<file path="src/rtl/xadc_drp_sequencer_pkg.sv">
// Shared types and constants for the XADC DRP read sequencer.
`timescale 1ns/1ps
package xadc_drp_package;

    localparam int XADC_DRP_DATA_WIDTH = 16;

    typedef logic [6:0] xadc_drp_addr_t;

    // Default result registers read by a sweep.
    localparam xadc_drp_addr_t VAUX4  = 7'h14;
    localparam xadc_drp_addr_t VAUX12 = 7'h1C;

    // Value stored in a result slot whose DRP read never completed.
    localparam logic [XADC_DRP_DATA_WIDTH-1:0] XADC_DRP_TIMEOUT_FILL = 16'hFFFF;

    typedef enum logic [1:0] {
        SEQ_IDLE   = 2'd0,
        SEQ_ISSUE  = 2'd1,
        SEQ_WAIT   = 2'd2,
        SEQ_OUTPUT = 2'd3
    } seq_state_t;

endpackage

</file>
<file path="src/rtl/xadc_drp_sequencer_if.sv">
// DRP read port and AXI-Stream output bundle of the sequencer.
// Stream handshake: a beat transfers in any cycle where m_axis_tvalid and
// m_axis_tready are both high; once raised, tvalid and tdata/tlast hold
// steady until that transfer cycle.
`timescale 1ns/1ps
interface xadc_drp_sequencer_if #(
    parameter int OUT_W = 32
);
    import xadc_drp_package::*;

    xadc_drp_addr_t                 xadc_daddr;
    logic                           xadc_den;
    logic                           xadc_drdy;
    logic [XADC_DRP_DATA_WIDTH-1:0] xadc_do;
    logic [OUT_W-1:0]               m_axis_tdata;
    logic                           m_axis_tvalid;
    logic                           m_axis_tready;
    logic                           m_axis_tlast;

    modport master (
        output xadc_daddr, xadc_den, m_axis_tdata, m_axis_tvalid, m_axis_tlast,
        input  xadc_drdy, xadc_do, m_axis_tready
    );

    modport slave (
        input  xadc_daddr, xadc_den, m_axis_tdata, m_axis_tvalid, m_axis_tlast,
        output xadc_drdy, xadc_do, m_axis_tready
    );

endinterface

</file>
<file path="src/rtl/xadc_drp_sequencer_decimator.sv">
// Divides XADC end-of-sequence pulses down to sweep triggers.
`timescale 1ns/1ps
module xadc_eos_decimator #(
    parameter int DECIM_WIDTH = 16
) (
    input  logic                   clk,
    input  logic                   rst_n,
    input  logic                   enable,
    input  logic [DECIM_WIDTH-1:0] decimation,
    input  logic                   eos,
    output logic                   trigger
);

    logic [DECIM_WIDTH-1:0] count_q;
    logic [DECIM_WIDTH-1:0] last_count;

    // A decimation of 0 behaves like 1. The >= compare means a decimation
    // lowered below the running count fires on the next eos instead of
    // wrapping the counter.
    assign last_count = (decimation == '0) ? '0 : decimation - DECIM_WIDTH'(1);
    assign trigger    = enable && eos && (count_q >= last_count);

    // Count eos pulses while enabled; restart after each trigger.
    always_ff @(posedge clk or negedge rst_n) begin
        if (!rst_n) begin
            count_q <= '0;
        end else if (!enable) begin
            count_q <= '0;
        end else if (eos) begin
            count_q <= trigger ? '0 : count_q + DECIM_WIDTH'(1);
        end
    end

endmodule

</file>
<file path="src/rtl/xadc_drp_sequencer.sv">
// Reads a fixed list of XADC result registers over DRP every Nth
// end-of-sequence and emits them as a single AXI-Stream beat.
// Optional: define XADC_DRP_SEQ_TIMESTAMP_EN to append a 32-bit cycle
// timestamp, captured at the trigger, in the top 32 bits of tdata.
`timescale 1ns/1ps
module xadc_drp_sequencer
    import xadc_drp_package::*;
#(
    parameter int                      NUM_CHANNELS   = 2,
    parameter logic [NUM_CHANNELS*7-1:0] CHANNEL_ADDRS = {VAUX12, VAUX4},
    parameter int                      TIMEOUT_CYCLES = 64,
    parameter int                      DECIM_WIDTH    = 16
) (
    input  logic                   clk,
    input  logic                   rst_n,
    input  logic                   enable,
    input  logic [DECIM_WIDTH-1:0] decimation,
    input  logic                   xadc_eos,
    xadc_drp_sequencer_if.master   bus,
    output logic                   busy,
    output logic [15:0]            overrun_count,
    output logic                   timeout_err
);

    localparam int RES_W = NUM_CHANNELS * XADC_DRP_DATA_WIDTH;
    localparam int IDX_W = (NUM_CHANNELS > 1) ? $clog2(NUM_CHANNELS) : 1;
    localparam int TMR_W = $clog2(TIMEOUT_CYCLES);

    seq_state_t         state_q, state_d;
    logic [IDX_W-1:0]   idx_q;
    logic [TMR_W-1:0]   timer_q;
    logic [RES_W-1:0]   result_q;
    xadc_drp_addr_t     daddr_q;
    logic [15:0]        overrun_q;
    logic               timeout_err_q;
    logic               trigger;
    logic               last_slot;
    logic               timed_out;
    logic               sweep_start;
    logic               advance;

    xadc_eos_decimator #(
        .DECIM_WIDTH (DECIM_WIDTH)
    ) u_decimator (
        .clk        (clk),
        .rst_n      (rst_n),
        .enable     (enable),
        .decimation (decimation),
        .eos        (xadc_eos),
        .trigger    (trigger)
    );

    assign last_slot = (idx_q == IDX_W'(NUM_CHANNELS - 1));
    assign timed_out = (timer_q == TMR_W'(TIMEOUT_CYCLES - 1));

    // State register.
    always_ff @(posedge clk or negedge rst_n) begin
        if (!rst_n) begin
            state_q <= SEQ_IDLE;
        end else begin
            state_q <= state_d;
        end
    end

    // Next-state logic; drdy in the timeout cycle counts as a normal read.
    always_comb begin
        state_d     = state_q;
        sweep_start = 1'b0;
        advance     = 1'b0;
        case (state_q)
            SEQ_IDLE: begin
                if (trigger) begin
                    state_d     = SEQ_ISSUE;
                    sweep_start = 1'b1;
                end
            end
            SEQ_ISSUE: state_d = SEQ_WAIT;
            SEQ_WAIT: begin
                if (bus.xadc_drdy || timed_out) begin
                    advance = 1'b1;
                    state_d = last_slot ? SEQ_OUTPUT : SEQ_ISSUE;
                end
            end
            SEQ_OUTPUT: begin
                if (bus.m_axis_tready) begin
                    state_d = SEQ_IDLE;
                end
            end
            default: state_d = SEQ_IDLE;
        endcase
    end

    // Slot index and DRP address, loaded on entry to each ISSUE.
    always_ff @(posedge clk or negedge rst_n) begin
        if (!rst_n) begin
            idx_q   <= '0;
            daddr_q <= '0;
        end else if (sweep_start) begin
            idx_q   <= '0;
            daddr_q <= CHANNEL_ADDRS[6:0];
        end else if (advance && !last_slot) begin
            idx_q   <= idx_q + IDX_W'(1);
            daddr_q <= CHANNEL_ADDRS[7*(int'(idx_q) + 1) +: 7];
        end
    end

    // drdy timeout timer: cleared in ISSUE, counts while waiting.
    always_ff @(posedge clk or negedge rst_n) begin
        if (!rst_n) begin
            timer_q <= '0;
        end else if (state_q == SEQ_ISSUE) begin
            timer_q <= '0;
        end else if (state_q == SEQ_WAIT && !timed_out) begin
            timer_q <= timer_q + TMR_W'(1);
        end
    end

    // Result slots and the sticky timeout flag.
    always_ff @(posedge clk or negedge rst_n) begin
        if (!rst_n) begin
            result_q      <= '0;
            timeout_err_q <= 1'b0;
        end else if (advance) begin
            result_q[XADC_DRP_DATA_WIDTH*int'(idx_q) +: XADC_DRP_DATA_WIDTH] <=
                bus.xadc_drdy ? bus.xadc_do : XADC_DRP_TIMEOUT_FILL;
            if (!bus.xadc_drdy) begin
                timeout_err_q <= 1'b1;
            end
        end
    end

    // Saturating count of triggers that arrive while a sweep is in progress.
    always_ff @(posedge clk or negedge rst_n) begin
        if (!rst_n) begin
            overrun_q <= '0;
        end else if (trigger && state_q != SEQ_IDLE && overrun_q != 16'hFFFF) begin
            overrun_q <= overrun_q + 16'd1;
        end
    end

`ifdef XADC_DRP_SEQ_TIMESTAMP_EN
    logic [31:0] cycle_q;
    logic [31:0] stamp_q;

    // Free-running cycle counter, sampled when a sweep is accepted.
    always_ff @(posedge clk or negedge rst_n) begin
        if (!rst_n) begin
            cycle_q <= '0;
            stamp_q <= '0;
        end else begin
            cycle_q <= cycle_q + 32'd1;
            if (sweep_start) begin
                stamp_q <= cycle_q;
            end
        end
    end

    assign bus.m_axis_tdata = {stamp_q, result_q};
`else
    assign bus.m_axis_tdata = result_q;
`endif

    assign bus.xadc_daddr    = daddr_q;
    assign bus.xadc_den      = (state_q == SEQ_ISSUE);
    assign bus.m_axis_tvalid = (state_q == SEQ_OUTPUT);
    assign bus.m_axis_tlast  = (state_q == SEQ_OUTPUT);
    assign busy              = (state_q != SEQ_IDLE);
    assign overrun_count     = overrun_q;
    assign timeout_err       = timeout_err_q;

endmodule

</file>
<file path="src/flat_wrapper.sv">
// flat-port wrapper written by rule: the top's interface ports become plain ports
module xadc_drp_sequencer_flat import xadc_drp_package::*;
#(
    parameter int                      NUM_CHANNELS   = 2,
    parameter logic [NUM_CHANNELS*7-1:0] CHANNEL_ADDRS = {VAUX12, VAUX4},
    parameter int                      TIMEOUT_CYCLES = 64,
    parameter int                      DECIM_WIDTH    = 16
)
  (clk, rst_n, enable, decimation, xadc_eos, busy, overrun_count, timeout_err, bus_xadc_daddr, bus_xadc_den, bus_m_axis_tdata, bus_m_axis_tvalid, bus_m_axis_tlast, bus_xadc_drdy, bus_xadc_do, bus_m_axis_tready);
  xadc_drp_sequencer_if #(.OUT_W(((32)))) bus_i ();
  input  logic clk;
  input  logic rst_n;
  input  logic enable;
  input  logic [DECIM_WIDTH-1:0] decimation;
  input  logic xadc_eos;
  output logic busy;
  output logic [15:0] overrun_count;
  output logic timeout_err;
  output wire logic [$bits(bus_i.xadc_daddr)-1:0] bus_xadc_daddr;
  output wire logic [$bits(bus_i.xadc_den)-1:0] bus_xadc_den;
  output wire logic [$bits(bus_i.m_axis_tdata)-1:0] bus_m_axis_tdata;
  output wire logic [$bits(bus_i.m_axis_tvalid)-1:0] bus_m_axis_tvalid;
  output wire logic [$bits(bus_i.m_axis_tlast)-1:0] bus_m_axis_tlast;
  input wire logic [$bits(bus_i.xadc_drdy)-1:0] bus_xadc_drdy;
  input wire logic [$bits(bus_i.xadc_do)-1:0] bus_xadc_do;
  input wire logic [$bits(bus_i.m_axis_tready)-1:0] bus_m_axis_tready;
  assign bus_xadc_daddr = bus_i.xadc_daddr;
  assign bus_xadc_den = bus_i.xadc_den;
  assign bus_m_axis_tdata = bus_i.m_axis_tdata;
  assign bus_m_axis_tvalid = bus_i.m_axis_tvalid;
  assign bus_m_axis_tlast = bus_i.m_axis_tlast;
  assign bus_i.xadc_drdy = bus_xadc_drdy;
  assign bus_i.xadc_do = bus_xadc_do;
  assign bus_i.m_axis_tready = bus_m_axis_tready;
  xadc_drp_sequencer #(.NUM_CHANNELS(NUM_CHANNELS), .CHANNEL_ADDRS(CHANNEL_ADDRS), .TIMEOUT_CYCLES(TIMEOUT_CYCLES), .DECIM_WIDTH(DECIM_WIDTH)) u_core (.clk(clk), .rst_n(rst_n), .enable(enable), .decimation(decimation), .xadc_eos(xadc_eos), .bus(bus_i), .busy(busy), .overrun_count(overrun_count), .timeout_err(timeout_err));
endmodule
</file>
<file path="config.mk">
export PLATFORM = sky130hd
export DESIGN_NAME = xadc_drp_sequencer_flat
export DESIGN_NICKNAME = d
export VERILOG_FILES = /design/src/rtl/xadc_drp_sequencer_pkg.sv /design/src/rtl/xadc_drp_sequencer_if.sv /design/src/rtl/xadc_drp_sequencer_decimator.sv /design/src/rtl/xadc_drp_sequencer.sv /design/src/flat_wrapper.sv
export SDC_FILE = /design/constraint.sdc
export NUM_CORES = 1
export LEC_CHECK = 0
export ABC_AREA = 1
export CORE_ASPECT_RATIO = 2
export CORE_MARGIN = 2
export CORE_UTILIZATION = 43
export CTS_CLUSTER_DIAMETER = 120
export DETAILED_ROUTE_END_ITERATION = 16
export DONT_BUFFER_PORTS = 1
export PLACE_DENSITY_LB_ADDON = 0.05
export SLEW_MARGIN = 40
export SYNTH_ARGS = -nofsm -noshare
export SYNTH_HDL_FRONTEND = slang
export SYNTH_HIERARCHICAL = 1
export SYNTH_SLANG_ARGS = --single-unit
</file>
<file path="constraint.sdc">
create_clock -name clk -period 2.71 [get_ports clk]
set_clock_uncertainty 0.15 [all_clocks]
set_input_delay 0.813 -clock clk [delete_from_list [all_inputs] [get_ports clk]]
set_output_delay 0.813 -clock clk [all_outputs]
set_load 0.02 [all_outputs]
</file>
==> metrics <==
CTS Sinks 75; Layout area overhead 20.4%; vias in the first global route 4290; starting DRC count in detailed routing 230; Mapped Area 5070 um2; failing checks setup timing; CP Launch Type input pin; initial antenna violation count 0; fin worst setup slack -0.206 ns; Layout Cells excl Fill 863; NetSw 1.44 mW; routed wire length 13800 um; cells along the critical path nor2_4, nand2_2, nor2_4, nand2_2, nor2_4, buf_4, nand3_1, nand3_2, ha_4, buf_4, a21oi_2, o21ai_2, a21oi_4, a21oi_4, inv_2, a21oi_4, o21a_1, buf_6, nand2_1, nand2_1; FP Rows 56; Max Cap Viol 0; per-cell routed wire length 16.0 um; Leak 2.88 nW; depth of the CTS H-tree 3; HPWL after detailed placement 10300 um; Post-Synth XOR/XNOR Area 2.25%; Synth Area in Simple Gates 36.5%; Yosys reg bits 75; clock share of power 33.6%; drt pass-1 iters 4; CP endpoint kind flip-flop; area leader, netlist dfrtp_1; Vias/cell 5.20; CTS root buffer clkbuf_16; WP data required 2.78 ns; cell total after placement 842; Int Pwr 2.43 mW; max_slew headroom 57.9%; post-synthesis adder-cell area fraction 5.19%; crit-path max cell delay 0.21 ns; Die ar. 12700 um2; CTS max path bufs 2; worst slew pin tran 0.630 ns; area of the core 11600 um2; worst r2r src u_core/u_decimator/count_q[9]$_DFFE_PN0P_; worst skew pair latency 0.33 ns; diode count 0; delay-heaviest family, CP simple AND/OR/NAND/NOR gates; Syn. warnings 6; Unique masters post-synth 43; fraction of layout cells with a size suffix above 1 24.5%; Inserted Clock Buffers 9; Reg power frac 47.1%; final hold violations 0; max-slew violations 0; f_max 343 MHz; worst-path cell with the longest stage delay ha_4; Buf/Inv on CP 4; pwr/cell area 634 nW/um2; DIE WIDTH 80.8 um; RSZ-0062 raised after global routing true; # IOs 98; global-route wire length before repair 21300 um; Fin Hold WS 0.0234 ns; mux contribution to synthesized area 0%; largest net degree at the start of global routing 76; clock-pin slew of the registers on the worst-case setup and hold paths 0.06 ns; Initial Util 43.6%; largest family of logic cells by synthesized area simple AND/OR/NAND/NOR gates; CP Max Fanout 6; Critical Path AT 2.99 ns; clock tree from TritonCTS built; fin crit period 2.92 ns; Comb pwr share 19.3%; Synth area leaders dfrtp_1 (37%), nand2_1 (13%), inv_1 (6.1%); Post-Syn Instances 687; switching part of the total 37.2%; Setup-failing EPs final 35; Die Span Y 158 um; Hold Crit Class in2async; Seq/Total Area, Yosys 37.0%; maximum VDD drop 0.439 mV; period utilisation layout 108%; GRT Total Usage 21.9%; top-area cell type share of the netlist area 37.0%; outcome finished with violations; post-synthesis area per instance 7.37 um2; post-synthesis compound-gate area fraction 9.16%; DRC 0; CP startpoint decimation[4]; IO buf count 0; gpl congestion 0.857; post-route ant nets 0; via count 4490; fin nets 772; grt total ovfl 0; Crit Path Class in2reg
-- through the flow --
step | setup slack [ns] | power (mW) | cell area (um2) | TNS [ns] | util (%)
5_1_grt | -0.383 | 4.09 | 6100 | -8.35 | 52.4
4_1_cts | -0.209 | 3.90 | 5940 | -3.14 | 51.1
2_1_floorplan | -0.427 | 2.39 | 5210 | -6.44 | -
3_5_place_dp | -0.683 | 2.57 | 5450 | -16.76 | 46.9
3_3_place_gp | -0.654 | 2.54 | 5450 | -16.35 | 46.9
6_report | -0.206 | 3.87 | 6100 | -3.54 | 52.4
-- final timing paths --
check | cells past startpoint | end | slack, ns
max | 20 | u_core/overrun_count[0]$_DFFE_PN0P_ | -0.21
min | 0 | u_core/overrun_count[10]$_DFFE_PN0P_ | 0.02
max reg2reg | 11 | u_core/overrun_count[0]$_DFFE_PN0P_ | 0.46
min reg2reg | 1 | u_core/timer_q[0]$_DFFE_PN0P_ | 0.37
max in group asynchronous | 1 | u_core/overrun_count[13]$_DFFE_PN0P_ | 1.58
min in group clk | 1 | u_core/timer_q[0]$_DFFE_PN0P_ | 0.37
-- layout by cell type (no fill, tap or decap), drive strengths merged, types with 3 or more instances in the layout --
cell type,n
a21oi,32
buf,31
clkbuf,9
clkinv,8
conb,4
dfrtp,75
ha,21
inv,88
nand2,192
nand3,49
nand4,30
nor2,95
nor3,3
o21ai,17
o21bai,16
or2,24
xnor2,8
xor2,5
-- metal layers --
metal	track usage (%)	wire (um)	share of wire, %	vias to the layer above
met4	8.88	420	3.1	0
met2	42.2	7900	57	96
met5	0	0	0	-
met1	22.3	4980	36	2146
met3	3.84	464	3.4	21
li1	-	-	-	2227
-- kinds of logic (layout without fill, tap and decap cells) --
family	after synthesis	in the layout
adders and majority gates	21	21
AOI/OAI and AO/OA	70	70
and+or+nand+nor	395	396
xor gates and xnor gates	13	13
other	1	4
buffers and inverters	112	139
DFF	75	75
-- cells in the mapped netlist (all sizes together) --
| master | number |
|---|---|
| inv | 89 |
| or2 | 24 |
| nor3 | 3 |
| a21o | 1 |
| dfrtp | 75 |
| buf | 16 |
| nand3 | 49 |
| clkinv | 2 |
| a21oi | 32 |
| nor4 | 2 |
| o21bai | 16 |
| nand3b | 1 |
| conb | 1 |
| xor2 | 5 |
| o21a | 1 |
| clkbuf | 5 |
| nand4 | 30 |
| o22ai | 2 |
| nor2 | 95 |
| o21ai | 17 |
| nand2 | 191 |
| o211ai | 1 |
| ha | 21 |
| xnor2 | 8 |
-- power groups by stage --
stage               combinational (mW)  clock (mW)  sequential, mW
floorplan                        0.622           0            1.77
global placement                 0.699           0            1.84
detailed placement               0.723           0            1.85
CTS                              0.740        1.33            1.83
global route                     0.850        1.39            1.86
finish                           0.745        1.30            1.82
-- sequential cells by signal, summed over array words and instances (netlist names) --
signal	cells
u_core/bus.m_axis_tdata	32
u_core/bus.xadc_daddr	1
u_core/idx_q	1
u_core/overrun_count	16
u_core/state_q	2
u_core/timeout_err	1
u_core/timer_q	6
u_core/u_decimator/count_q	16
-- area by class of cell --
type                       count  area (um2)
fill                        1121        5530
multi-input combinational    504        3050
sequential                    75        1880
inverter                      91         397
timing repair buffer          32         274
clock buffer                   9         225
tap                          145         181
clock inverter                 7         100
-- repair_timing --
action,CTS,global route
endpoints found under the hold margin,0,5
cloned,1,0
pin swaps,22,8
resized for setup,34,28
setup endpoints to repair,21,35
buffers inserted,3,1
hold buffers,0,1
Power figures use the tool's default switching activity.
